<file path="src/rtl/fetch_unit.sv">
// fetch_unit
// Instruction fetch front end. It holds the PC register, issues one
// instruction-memory request per cycle, and keeps a two-entry
// {pc, instr} queue that feeds decode. A redirect from the PC-select
// stage reloads the PC, flushes the queue and drops any response that
// is still in flight.
//
// Ports
//   clk, rst          single clock, asynchronous active-high reset
//   redirect_valid    taken branch/jump this cycle
//   redirect_pc       redirect target; the low two bits are ignored
//   fetch_pc          current PC register value
//   imem_req          instruction memory request
//   imem_addr         request address
//   imem_ready        memory accepts the request this cycle
//   imem_rdata        instruction word, one cycle after an accepted request
//   id_valid          instruction presented to decode
//   id_ready          decode takes the presented instruction
//   id_pc, id_instr   PC and word of the presented instruction

module fetch_unit #(
    parameter logic [31:0] RESET_PC = 32'h0000_0000
) (
    input  logic        clk,
    input  logic        rst,
    input  logic        redirect_valid,
    input  logic [31:0] redirect_pc,
    output logic [31:0] fetch_pc,
    output logic        imem_req,
    output logic [31:0] imem_addr,
    input  logic        imem_ready,
    input  logic [31:0] imem_rdata,
    output logic        id_valid,
    input  logic        id_ready,
    output logic [31:0] id_pc,
    output logic [31:0] id_instr
);

    localparam logic [31:0] NOP = 32'h0000_0013;

    typedef struct packed {
        logic [31:0] pc;
        logic [31:0] instr;
    } entry_t;

    logic [31:0] pc_q;
    entry_t      fifo_q [2];
    logic        rd_ptr_q;
    logic        wr_ptr_q;
    logic [1:0]  count_q;
    logic        busy_q;
    logic        kill_q;
    logic [31:0] inflight_pc_q;

    logic        pop;
    logic        push;
    logic        accept;
    logic [2:0]  occupancy;
    entry_t      head;

    assign fetch_pc  = pc_q;
    assign imem_addr = pc_q;
    assign head      = fifo_q[rd_ptr_q];

    // Requests are throttled so that queued entries plus the one in-flight
    // response never exceed the two queue slots, counting the slot freed by
    // a pop this cycle. Redirect and reset suppress both requests and pops.
    always_comb begin
        id_valid  = (count_q != 2'd0) && !redirect_valid && !rst;
        pop       = id_valid && id_ready;
        occupancy = {1'b0, count_q} + {2'b00, busy_q} - {2'b00, pop};
        imem_req  = !rst && !redirect_valid && (occupancy < 3'd2);
        accept    = imem_req && imem_ready;
        push      = busy_q && !kill_q && !redirect_valid;
        if (count_q == 2'd0) begin
            id_pc    = 32'h0;
            id_instr = NOP;
        end else begin
            id_pc    = head.pc;
            id_instr = head.instr;
        end
    end

    // PC register: a redirect wins over an accepted request; the +4
    // wraps naturally at the top of the address space.
    always_ff @(posedge clk or posedge rst) begin
        if (rst) begin
            pc_q <= RESET_PC;
        end else if (redirect_valid) begin
            pc_q <= {redirect_pc[31:2], 2'b00};
        end else if (accept) begin
            pc_q <= pc_q + 32'd4;
        end
    end

    // In-flight tracker. The response arrives exactly one cycle after
    // acceptance, so busy only ever lasts a single cycle. kill marks a
    // response whose redirect has already flushed the stream.
    always_ff @(posedge clk or posedge rst) begin
        if (rst) begin
            busy_q        <= 1'b0;
            kill_q        <= 1'b0;
            inflight_pc_q <= 32'h0;
        end else if (accept) begin
            busy_q        <= 1'b1;
            kill_q        <= 1'b0;
            inflight_pc_q <= pc_q;
        end else begin
            busy_q <= 1'b0;
            if (redirect_valid && busy_q) begin
                kill_q <= 1'b1;
            end
        end
    end

    // Two-entry queue with read/write pointers. A simultaneous push and
    // pop leaves the count alone; a redirect empties it outright.
    always_ff @(posedge clk or posedge rst) begin
        if (rst) begin
            count_q   <= 2'd0;
            rd_ptr_q  <= 1'b0;
            wr_ptr_q  <= 1'b0;
            fifo_q[0] <= '0;
            fifo_q[1] <= '0;
        end else if (redirect_valid) begin
            count_q  <= 2'd0;
            rd_ptr_q <= 1'b0;
            wr_ptr_q <= 1'b0;
        end else begin
            if (push) begin
                fifo_q[wr_ptr_q] <= '{pc: inflight_pc_q, instr: imem_rdata};
                wr_ptr_q         <= ~wr_ptr_q;
            end
            if (pop) begin
                rd_ptr_q <= ~rd_ptr_q;
            end
            case ({push, pop})
                2'b10:   count_q <= count_q + 2'd1;
                2'b01:   count_q <= count_q - 2'd1;
                default: count_q <= count_q;
            endcase
        end
    end

    // The request throttle guarantees a response never lands on a full queue.
    no_overflow: assert property (@(posedge clk) disable iff (rst)
        !(push && (count_q == 2'd2)));

endmodule

</file>
<file path="config.mk">
export PLATFORM = sky130hd
export DESIGN_NAME = fetch_unit
export DESIGN_NICKNAME = d
export VERILOG_FILES = /design/src/rtl/fetch_unit.sv
export SDC_FILE = /design/constraint.sdc
export NUM_CORES = 1
export LEC_CHECK = 0
export CORE_MARGIN = 10
export CORE_UTILIZATION = 55
export DETAILED_ROUTE_END_ITERATION = 10
export GPL_TIMING_DRIVEN = 0
export PLACE_DENSITY = 0.86
export SYNTH_ARGS = -nofsm -noshare
export SYNTH_HDL_FRONTEND = slang
export SYNTH_SLANG_ARGS = --single-unit
export TNS_END_PERCENT = 1
</file>
<file path="constraint.sdc">
create_clock -name clk -period 20.6 [get_ports clk]
set_input_delay 6.18 -clock clk [delete_from_list [all_inputs] [get_ports clk]]
set_output_delay 6.18 -clock clk [all_outputs]
set_load 0.05 [all_outputs]
</file>
# ---- Word-level counts from Yosys, hierarchy flattened
# Index checks and enable logic that the tools add are counted.
dict set report totals {
  ff_bits 198
  output_inout_bits 130
}
dict set report op_classes {
  addsub 5
  order_cmp 4
  eq_ne 2
  muxes 19
  bitwise_logic 5
  reduce_logical 21
}
# op count
set ops {}
lappend ops {{64-bit two-way mux} 4}
lappend ops {{128-bit bitwise mux} 1}
lappend ops {{32-bit two-way mux} 4}
lappend ops {{64-bit demux with 1-bit select} 1}
lappend ops {{32-bit by 3-bit adder with 32-bit output (second input constant)} 1}
lappend ops {{1-bit logical AND} 10}
lappend ops {{2-bit nonzero test} 5}
lappend ops {{1-bit two-way mux} 7}
lappend ops {{2-bit >= comparator (second input constant)} 2}
lappend ops {{1-bit NOT with 2-bit output} 2}
lappend ops {{2-bit case mux with 2 select lines} 1}
lappend ops {{2-bit by 1-bit adder with 3-bit output} 1}
lappend ops {{1-bit zero test} 3}
lappend ops {{3-bit by 2-bit less-than comparator with 1-bit output (second input constant)} 1}
lappend ops {{1-bit NOT} 3}
lappend ops {{3-bit nonzero test} 1}
lappend ops {{3-bit by 1-bit subtractor with 3-bit output} 1}
lappend ops {{2-bit by 1-bit adder with 2-bit output (second input constant)} 1}
lappend ops {{2-bit by 1-bit == test with 1-bit output (second input constant)} 1}
lappend ops {{2-bit == test (second input constant)} 1}
lappend ops {{2-bit zero test} 1}
lappend ops {{2-bit by 1-bit less-than comparator with 1-bit output (second input constant)} 1}
lappend ops {{2-bit two-way mux} 1}
lappend ops {{2-bit AND reduction} 1}
lappend ops {{2-bit by 1-bit subtractor with 2-bit output (second input constant)} 1}

# ---- Longest topological paths before layout
# Gate-level depths: netlist (run 1).
dict set report depth {
  ltp_word 10
  mapped_depth 14
  ltp_nobuf 13
}

# ---- Worst setup path before layout (run 1)
# OpenSTA, ideal clock, no wires.
dict set report synth_timing {
  kind {in2out}
  start {input port redirect_valid}
  end {output port imem_req}
  t_arrival_ns 10.462
  t_required_ns 14.420
  path_slack_ns 3.958
  path_stages 9
  n_path_buf 1
  path_cell_list {clkbuf_1 -> nor3_1 -> nand2_1 -> inv_1 -> ha_1 -> nand2b_1 -> fa_1 -> xor2_1 -> nor4b_1}
}
dict set report synth_between {
  elab_chain_len 7
  elab_cells_between_ends 8
  classes_between {add/sub (1); order compare (1); reduce/logical (6)}
}
# element line_no
set synth_rtl {}
lappend synth_rtl {{start: declaration} 26} ;# input logic redirect_valid,
lappend synth_rtl {{1-bit zero test} 69} ;# id_valid = (count_q != 2'd0) && !redirect_valid && !rst;
lappend synth_rtl {{1-bit logical AND (2 in series)} 69}
lappend synth_rtl {{via id_valid} 33} ;# output logic id_valid,
lappend synth_rtl {{1-bit logical AND} 70} ;# pop = id_valid && id_ready;
lappend synth_rtl {{3-bit by 1-bit subtractor with 3-bit output} 71} ;# occupancy = {1'b0, count_q} + {2'b00, busy_q} - {2'b00, pop};
lappend synth_rtl {{3-bit by 2-bit less-than comparator with 1-bit output} 72} ;# imem_req = !rst && !redirect_valid && (occupancy < 3'd2);
lappend synth_rtl {{1-bit logical AND} 72}
lappend synth_rtl {{end: declaration} 29} ;# output logic imem_req,
# The timed path passes the listed nets, and every way through them passes these cells.

# ---- Worst setup path in the final report (run 1)
dict set report layout_timing {
  start {input port redirect_valid}
  end {output port imem_req}
}
dict set report layout_between {
  elab_chain_len 7
  elab_cells_between_ends 8
  classes_between {add/sub (1); order compare (1); reduce/logical (6)}
}
# element line_no
set layout_rtl {}
lappend layout_rtl {{1-bit zero test (*)} {69, 72}}
lappend layout_rtl {{1-bit logical AND (2 in series)} 69}
lappend layout_rtl {{1-bit logical AND} 70}
lappend layout_rtl {{3-bit by 1-bit subtractor with 3-bit output} 71}
lappend layout_rtl {{3-bit by 2-bit less-than comparator with 1-bit output} 72}
lappend layout_rtl {{1-bit logical AND (*)} 72}
# Every way passes the cells marked *; elsewhere a longest branch is shown, timed or not.

==> results.json, run 1 <==
{
  "first_global_vias": 7345,
  "clock_latency_ns": 0.44,
  "die_area_mm2": 0.0218,
  "synth_edf_count": 0,
  "r2r_setup_slack_ns": 16.59,
  "post-route-period-util_pct": 77.4,
  "drv_slew": 0,
  "hp-class": "flop to flop",
  "grt_max_degree": 122,
  "fp.dieH_um": 148,
  "hold_buffers": 0,
  "synth_area_mm2": 0.00894,
  "antenna_found_initial": 0,
  "wl_per_cell_um": 19.8,
  "cp_slowest_cell": "clkdlybuf4s50_1",
  "power.total_uw": 1090,
  "core_region_area_mm2": 0.0159,
  "io_buffers": 190,
  "synth_cells": 795,
  "cts_tree": "built",
  "hold_slack_ns": 0.498,
  "rows": 46,
  "path_delay_family": "buffers and inverters",
  "min_period_ns": 15.95,
  "cpMostUsedCell": "clkdlybuf4s50_1",
  "clock_skew_ns": 0.0119,
  "drt_iter0_markers": 556,
  "first_pass_iters": 5,
  "startpoint_type": "input pin",
  "clk_pin_slew_ns": 0.06,
  "hold_viol": 0,
  "grt_pass1_wl_mm": 39.8,
  "p_per_area_mw_per_mm2": 93.2,
  "crit_path_max_incr_delay_ns": 0.91,
  "routed_via_density": 5.59,
  "vias": 6923,
  "layout_setup_ws_ns": 4.65,
  "worstPathMaxFanout": 10,
  "finalSetupViolCount": 0,
  "nFillCells": 1131,
  "io-pin-count": 199,
  "cp.arrival_ns": 9.77,
  "post_cts_buffers": 0,
  "max_cap_viol_count": 0,
  "rsz0062_at_grt": "false",
  "ir_worst_vdd_v": 0.0000587,
  "overflow": 0,
  "worst_pin_slew_ns": 0.921,
  "area_delta_synth_final_pct": 31.0,
  "cts-resized-gates": 0,
  "critPathBufInv": 4,
  "leakage_uw": 0.00513,
  "avgSynthCellArea_um2": 11.3,
  "place.gp.congestion": 0.880,
  "finalWirelength_mm": 24.5,
  "worstPathCellList": "clkdlybuf4s50_1 > clkbuf_1 > nor3_1 > nand2_1 > inv_1 > ha_1 > nand2b_1 > fa_1 > xor2_1 > nor4b_1 > clkdlybuf4s50_1",
  "ys_ff_latch": 190,
  "end_kind": "output port",
  "synth_warnings": 0,
  "crit_type": "input pin to output port",
  "status": "complete, no violations",
  "postRouteAntennaNets": 0,
  "root_buffer": "clkbuf_16",
  "pre_cts_ws_ns": 4.70,
  "ys_seq_area_share_pct": 53.2,
  "final.setup.tns_ns": 0,
  "relSlewSlack_pct": 38.1,
  "h-tree-depth": 4,
  "grtUsageTotal_pct": 22.8,
  "numCtsBuffers": 17,
  "drcViolationCount": 0,
  "clock_sink_count": 190,
  "required_ns": 14.42,
  "ctsLongestPathBuffers": 2,
  "ys_types": 46,
  "fmax_mhz": 62.7,
  "async_flop_share_pct": 100,
  "fin_util_pct": 73.8,
  "die_w_um": 148,
  "initial_utilization_pct": 56.3,
  "post-dp-hpwl_mm": 17.5,
  "drive_above_1_share_pct": 21.9,
  "ys.flop_type": "dfrtp_1",
  "final_nets": 1082,
  "insertedDiodeCount": 0
}
==> worst paths after layout <==
check	from	to	cells after the start
hold reg to reg	kill_q	kill_q	2
setup / recovery	redirect_valid	imem_req	11
setup reg to reg	count_q[1]	fetch_pc[22]	12
max in group asynchronous	rst	fifo_q[9]	3
min in group asynchronous	rst	inflight_pc_q[27]	2
hold / removal	kill_q	kill_q	2
==> Yosys cell counts (2+ instances only) <==
| master | instances | share of area (%) |
|---|---|---|
| clkbuf_1 | 21 | 0.88 |
| a21oi_1 | 7 | 0.39 |
| dfrtp_1 | 190 | 53 |
| buf_1 | 3 | 0.13 |
| or3_1 | 3 | 0.21 |
| buf_4 | 36 | 3.0 |
| ha_1 | 2 | 0.28 |
| nand4_1 | 14 | 0.98 |
| nand2b_1 | 2 | 0.14 |
| nor2_1 | 75 | 3.1 |
| o21ai_0 | 21 | 1.2 |
| o211ai_1 | 13 | 1.1 |
| inv_1 | 10 | 0.42 |
| and3_1 | 3 | 0.21 |
| nand2_1 | 123 | 5.2 |
| a31o_2 | 3 | 0.29 |
| or2_2 | 3 | 0.21 |
| nand3_1 | 11 | 0.62 |
| buf_2 | 20 | 1.1 |
| mux2_2 | 125 | 16 |
| mux2i_1 | 63 | 7.0 |
| o311ai_0 | 5 | 0.49 |
| and4_1 | 2 | 0.20 |
| xnor2_1 | 4 | 0.39 |
| a32oi_1 | 3 | 0.29 |
| xor2_1 | 9 | 0.88 |
| nor3_1 | 5 | 0.28 |
==> registers in the layout (all words and copies together) (netlist names) <==
signal,count
busy_q,1
fetch_pc,30
rd_ptr_q,1
kill_q,1
fifo_q,124
count_q,2
wr_ptr_q,1
inflight_pc_q,30
==> worst reg2reg max path, cell delays in order (launching register included) <==
cell and delay (ns):
dfrtp_1 0.46, nor2_1 0.47, nor3_1 0.13, nand2_1 0.18, inv_1 0.06, ha_1 0.26, nand2b_1 0.15, fa_1 0.54
nand4bb_1 0.21, nor3_1 0.80, nand3_1 0.20, xnor2_1 0.16, mux2_2 0.26
==> per-layer routing <==
| layer | global-route usage, % | vias to the layer above | part of all wire, % |
|---|---|---|---|
| met1 | 27.0 | 3412 | 39 |
| met2 | 36.8 | 323 | 48 |
| met3 | 8.03 | 56 | 9.6 |
| met5 | 0 | - | 0 |
| met4 | 10.2 | 0 | 3.5 |
| li1 | - | 3132 | - |
==> stage by stage <==
stage               instance area (um^2)  instances
global route                       11700       1239
floorplan                           8960        800
detailed placement                 11200       1207
finish                             11700       1239
CTS                                11700       1239
global placement                   11100       1206
==> layout by cell type (no fill, tap or decap), types with 5 or more instances in the layout <==
cell type and n:
o311ai_0 5, conb_1 6, mux2_2 125, nand4_1 14, clkbuf_1 22, nand2_1 123
mux2i_1 63, clkdlybuf4s50_1 190, nor2_1 75, buf_4 36, o21ai_0 21, nand3_1 11
inv_1 9, dfrtp_1 190, clkbuf_16 17, a21oi_1 7, o211ai_1 13, xor2_1 9
buf_2 20, nor3_1 5
==> logic make-up after synthesis <==
group	after synthesis	share of synthesized area, %
mux	188	22.8
flops	190	53.2
xor+xnor	13	1.27
compound gates	58	4.28
simple gates	252	12.4
fa+ha+maj	3	0.504
other cells	1	0.0419
buf+inv	90	5.57
==> power breakdown <==
group / switching [uW] / internal, uW
sequential: 53.0 / 451
combinational: 155 / 126
clock: 146 / 160
total: 355 / 737
==> area by class of cell <==
| cell class | instances | area (um^2) | share of cell area (%) |
|---|---|---|---|
| inverters | 10 | 45.0 | 0.384 |
| clock buffers | 19 | 443 | 3.78 |
| plain buffers | 80 | 460 | 3.93 |
| multi-input cells | 520 | 3710 | 31.7 |
| repair buffers | 191 | 1930 | 16.5 |
| flip-flops and latches | 190 | 4750 | 40.6 |
| well taps | 216 | 270 | 2.31 |
| clock inverters | 13 | 105 | 0.897 |
Power figures use the tool's default switching activity.
==> run 2: changes to the inputs <==
Settings changed: CORE_UTILIZATION 55 to 46, PLACE_DENSITY 0.86 to 0.77.
Clock period 20.6 ns to 13.8 ns, I/O delays scaled along.
==> run 2 against run 1 <==
Count of clock-buffer cells in the layout is 3 higher; core utilization fell by 11 points; total power rose by 51%; critical path depth did not move; largest power group unchanged; highest routed layer unchanged; first-iteration DRC count fell by 9.7%; routed wire length decreased by 2.0%; critical endpoint unchanged; sequential share of layout area is 0.34 points lower.
==> results.json, run 2 (same netlist as run 1, synthesis figures left out) <==
{
  "p_int_uw": 1130,
  "switchingPower_uw": 517,
  "ctsLongestPathBuffers": 2,
  "min_period_ns": 12.06,
  "drcViolationCount": 0,
  "overflow": 0,
  "power.total_uw": 1650,
  "cp_slowest_cell": "clkdlybuf4s50_1",
  "routed_via_density": 5.22,
  "pwr-share-seq_pct": 45.5,
  "insertedDiodeCount": 0,
  "first_global_vias": 6935,
  "worst_pin_slew_ns": 0.983,
  "final_nets": 1082,
  "cpMostUsedCell": "clkdlybuf4s50_1",
  "finalWirelength_mm": 24.0,
  "mostFrequentLayoutCells": "190 x dfrtp_1, 190 x clkdlybuf4s50_1, 125 x mux2_2",
  "vias": 6699,
  "final_area_mm2": 0.0118,
  "fmax_mhz": 82.9,
  "worstPathCellList": "clkdlybuf4s50_1 > clkbuf_1 > nor3_1 > nand2_1 > inv_1 > ha_1 > nand2b_1 > fa_1 > xor2_1 > nor4b_1 > clkdlybuf4s50_1",
  "antenna_found_initial": 0,
  "first_pass_iters": 5,
  "die_w_um": 159,
  "worstPathMaxFanout": 10,
  "post_cts_buffers": 0,
  "drv_slew": 0,
  "die_area_mm2": 0.0254,
  "placed_area_mm2": 0.0112,
  "place.gp.congestion": 0.848,
  "rows": 50,
  "fp.dieH_um": 159,
  "swShare_pct": 31.3,
  "rsz0062_at_grt": "false",
  "layout_setup_ws_ns": 1.74,
  "leakage_uw": 0.00515,
  "wl_per_cell_um": 18.7,
  "pre_cts_ws_ns": 1.73,
  "max_cap_viol_count": 0,
  "critPathBufInv": 4,
  "grtUsageTotal_pct": 18.7,
  "required_ns": 9.66,
  "p_clk_share_pct": 29.3,
  "cts-resized-gates": 0,
  "nFillCells": 1530,
  "relSlewSlack_pct": 34.0,
  "final.setup.tns_ns": 0,
  "core_region_area_mm2": 0.0189,
  "grt_pass1_wl_mm": 38.3,
  "status": "complete, no violations",
  "end_kind": "output port",
  "grt_max_degree": 121,
  "crit_path_max_incr_delay_ns": 0.93,
  "largest_reg_flops": 124,
  "instances_no_fill": 1283,
  "clock_latency_ns": 0.43,
  "placed_cells": 1251,
  "ir_worst_vdd_v": 0.0000925,
  "io_buffers": 190,
  "numCtsBuffers": 17,
  "h-tree-depth": 4,
  "drt_iter0_markers": 502,
  "cp.arrival_ns": 7.92,
  "clock_sink_count": 190,
  "top_register": "fifo_q",
  "drive_above_1_share_pct": 21.9,
  "postRouteAntennaNets": 0,
  "hp-class": "flop to flop",
  "post-route-period-util_pct": 87.4,
  "hold_viol": 0,
  "area_delta_synth_final_pct": 32.1,
  "cts_tree": "built",
  "comb_power_share_pct": 25.2,
  "clock_skew_ns": 0.00870,
  "path_delay_family": "buffers and inverters",
  "io-pin-count": 199,
  "startpoint_type": "input pin",
  "p_per_area_mw_per_mm2": 140,
  "hold_buffers": 0,
  "post-dp-hpwl_mm": 17.4,
  "root_buffer": "clkbuf_16",
  "clk_pin_slew_ns": 0.06,
  "finalSetupViolCount": 0,
  "crit_type": "input pin to output port",
  "initial_utilization_pct": 47.3
}
[run 2: routing by layer]
layer / part of all wire, % / GRT usage [%]
met1: 44 / 23.8
met2: 47 / 29.4
met3: 7.7 / 6.69
met4: 1.5 / 5.48
met5: 0 / 0
[run 2: power by group through the flow]
| stage | clock, uW | combinational, uW | sequential, uW |
|---|---|---|---|
| after detailed placement | 0 | 419 | 761 |
| final | 482 | 416 | 751 |
| after CTS | 490 | 421 | 751 |
| after global routing | 515 | 448 | 766 |
| after global placement | 0 | 409 | 754 |
| after floorplan | 0 | 271 | 766 |
[run 2: cell type report]
| type | count | area [um^2] | area share (%) |
|---|---|---|---|
| Sequential cell | 190 | 4750 | 40.2 |
| Buffer | 80 | 460 | 3.90 |
| Multi-Input combinational cell | 520 | 3710 | 31.4 |
| Tap cell | 260 | 325 | 2.75 |
| Clock inverter | 10 | 106 | 0.900 |
| Clock buffer | 22 | 484 | 4.10 |
| Timing Repair Buffer | 191 | 1930 | 16.3 |
| Inverter | 10 | 45.0 | 0.381 |
[run 2: path summary, 6_finish.rpt]
path	to	startpoint	slack, ns	depth (start not counted)
hold reg to reg	kill_q	kill_q	0.50	2
hold / removal	kill_q	kill_q	0.50	2
setup reg to reg	fetch_pc[22]	count_q[1]	9.75	12
max in group asynchronous	inflight_pc_q[7]	rst	8.59	3
setup / recovery	imem_req	redirect_valid	1.74	11
min in group asynchronous	fifo_q[23]	rst	4.27	2
[run 2: metrics by stage]
stage	hold slack (ns)	utilization, %
finish	0.500	62.5
global route	0.517	62.5
CTS	0.500	62.5
detailed placement	0.482	59.4
global placement	0.470	59.2
floorplan	0.454	-
[run 2: worst reg2reg max path, delay by kind of cell, from the launching register on]
| family | cells | cell delay, ns |
|---|---|---|
| muxes | 1 | 0.26 |
| and+or+nand+nor | 7 | 2.22 |
| adders and majority gates | 2 | 0.76 |
| buffers and inverters | 1 | 0.07 |
| DFF | 1 | 0.47 |
| xor gates and xnor gates | 1 | 0.16 |
==> run 3: changes to the inputs <==
Settings changed: HOLD_SLACK_MARGIN set to 0.1, PLACE_DENSITY 0.77 to unset, PLACE_DENSITY_LB_ADDON set to 0.15.
==> run 3 against run 2 <==
Count of clock-buffer cells in the layout is 4 lower; combinational power barely moved; sequential power is essentially flat; clock skew shrank 0.00053 ns; non-clock buffer count is the same; core utilization grew 0.25 points; cell count about the same; highest routed layer unchanged.
==> results.json, run 3 (same netlist as run 1, synthesis figures left out) <==
{
  "status": "complete, no violations",
  "drcViolationCount": 0,
  "first_pass_iters": 5,
  "ir_worst_vdd_v": 0.0000954,
  "vias": 6697,
  "hold_slack_ns": 0.499,
  "core_region_area_mm2": 0.0189,
  "mostFrequentLayoutCells": "190 x dfrtp_1, 190 x clkdlybuf4s50_1, 125 x mux2_2",
  "clock_sink_count": 190,
  "clock_latency_ns": 0.43,
  "startpoint_type": "input pin",
  "ff2ff_path_depth": 12,
  "routed-wl-met3_mm": 1.75,
  "required_ns": 9.66,
  "place.gp.congestion": 0.816,
  "dr_wl_met2_mm": 11.3,
  "initial_utilization_pct": 47.3,
  "postRouteAntennaNets": 0,
  "drt_iter0_markers": 472,
  "final.setup.tns_ns": 0,
  "numCtsBuffers": 17,
  "ctsLongestPathBuffers": 2,
  "leakage_uw": 0.00516,
  "top_register": "fifo_q",
  "max_cap_viol_count": 0,
  "overflow": 0,
  "cpMostUsedCell": "clkdlybuf4s50_1",
  "die_w_um": 159,
  "rows": 50,
  "hold_depth": 2,
  "area_delta_synth_final_pct": 32.6,
  "p_per_area_mw_per_mm2": 142,
  "cp_slowest_cell": "clkdlybuf4s50_1",
  "cp.arrival_ns": 8.04,
  "fp.dieH_um": 159,
  "post_cts_buffers": 0,
  "clock_skew_ns": 0.00817,
  "die_area_mm2": 0.0254,
  "hp-class": "flop to flop",
  "io-pin-count": 199,
  "drt-met1-wl_mm": 10.8,
  "worst_pin_slew_ns": 1.08,
  "hold_buffers": 0,
  "post-route-period-util_pct": 88.3,
  "final_nets": 1082,
  "grt_max_degree": 114,
  "routed_via_density": 5.22,
  "crit_type": "input pin to output port",
  "drive_above_1_share_pct": 21.9,
  "hold_viol": 0,
  "crit_path_max_incr_delay_ns": 0.93,
  "rsz0062_at_grt": "false",
  "wl_per_cell_um": 18.9,
  "min_period_ns": 12.18,
  "end_kind": "output port",
  "cts-resized-gates": 0,
  "root_buffer": "clkbuf_16",
  "drv_slew": 0,
  "post-dp-hpwl_mm": 17.5,
  "finalSetupViolCount": 0,
  "first_global_vias": 6912,
  "finalWirelength_mm": 24.2,
  "fin_util_pct": 62.8,
  "cts_tree": "built",
  "fmax_mhz": 82.1,
  "top_layer": "met4",
  "relSlewSlack_pct": 27.5,
  "largest_reg_flops": 124,
  "antenna_found_initial": 1,
  "grt_pass1_wl_mm": 38.6,
  "h-tree-depth": 4,
  "clk_pin_slew_ns": 0.07,
  "grtUsageTotal_pct": 18.8,
  "worstPathCellList": "clkdlybuf4s50_1 > clkbuf_1 > nor3_1 > nand2_1 > inv_1 > ha_1 > nand2b_1 > fa_1 > xor2_1 > nor4b_1 > clkdlybuf4s50_1",
  "io_buffers": 190,
  "nFillCells": 1601,
  "worstPathMaxFanout": 10
}
run 3: changes by cell type in the layout (fill, tap and decap cells not counted):
cell and change:
bufinv_16 +3, clkbuf_8 -4, clkinv_4 -4, clkinvlp_4 +2, diode_2 +1, inv_6 +2
inv_8 +1
run 3: critical path: cells and delay by family:
kind	cells	cell delay (ns)
buffers and inverters	4	1.97
XOR/XNOR	1	0.22
AND/OR/NAND/NOR	4	1.04
adder cells (fa/ha/maj)	2	0.65
run 3: worst paths after layout:
path,startpoint,to,slack [ns]
max reg2reg,count_q[1],fetch_pc[22],9.65
min in group asynchronous,rst,count_q[1],4.32
max in group asynchronous,rst,wr_ptr_q,8.55
min reg2reg,inflight_pc_q[24],inflight_pc_q[24],0.50
min,inflight_pc_q[24],inflight_pc_q[24],0.50
max,redirect_valid,imem_req,1.62
run 3: per-stage QoR:
stage	cells	worst slack [ns]	total power [uW]	cell area, um^2
after floorplan	800	1.24	1040	8960
after global placement	1250	1.78	1160	11200
after detailed placement	1251	1.73	1180	11200
after CTS	1283	1.72	1700	11900
after global routing	1284	1.49	1770	11900
final	1284	1.62	1690	11900
run 3: where the power goes:
group          leakage, uW  switching (uW)  total [uW]  internal [uW]
clock             0.000296             219         526            307
combinational      0.00242             226         415            189
sequential         0.00244            76.2         749            673
run 3: cell type report:
class	instances	area, um^2	share of cell area, %
clock inverters	14	205	1.73
multi-input cells	520	3710	31.3
repair buffers	191	1930	16.3
well taps	260	325	2.74
flip-flops and latches	190	4750	40.1
plain buffers	80	460	3.88
clock buffers	18	429	3.62
inverters	10	45.0	0.380
diodes	1	2.50	0.0211
run 3: routing by layer:
layer | track usage [%] | up-vias
met5 | 0 | -
met4 | 5.18 | 0
met3 | 5.58 | 20
met2 | 30.3 | 231
met1 | 24.2 | 3314
li1 | - | 3132
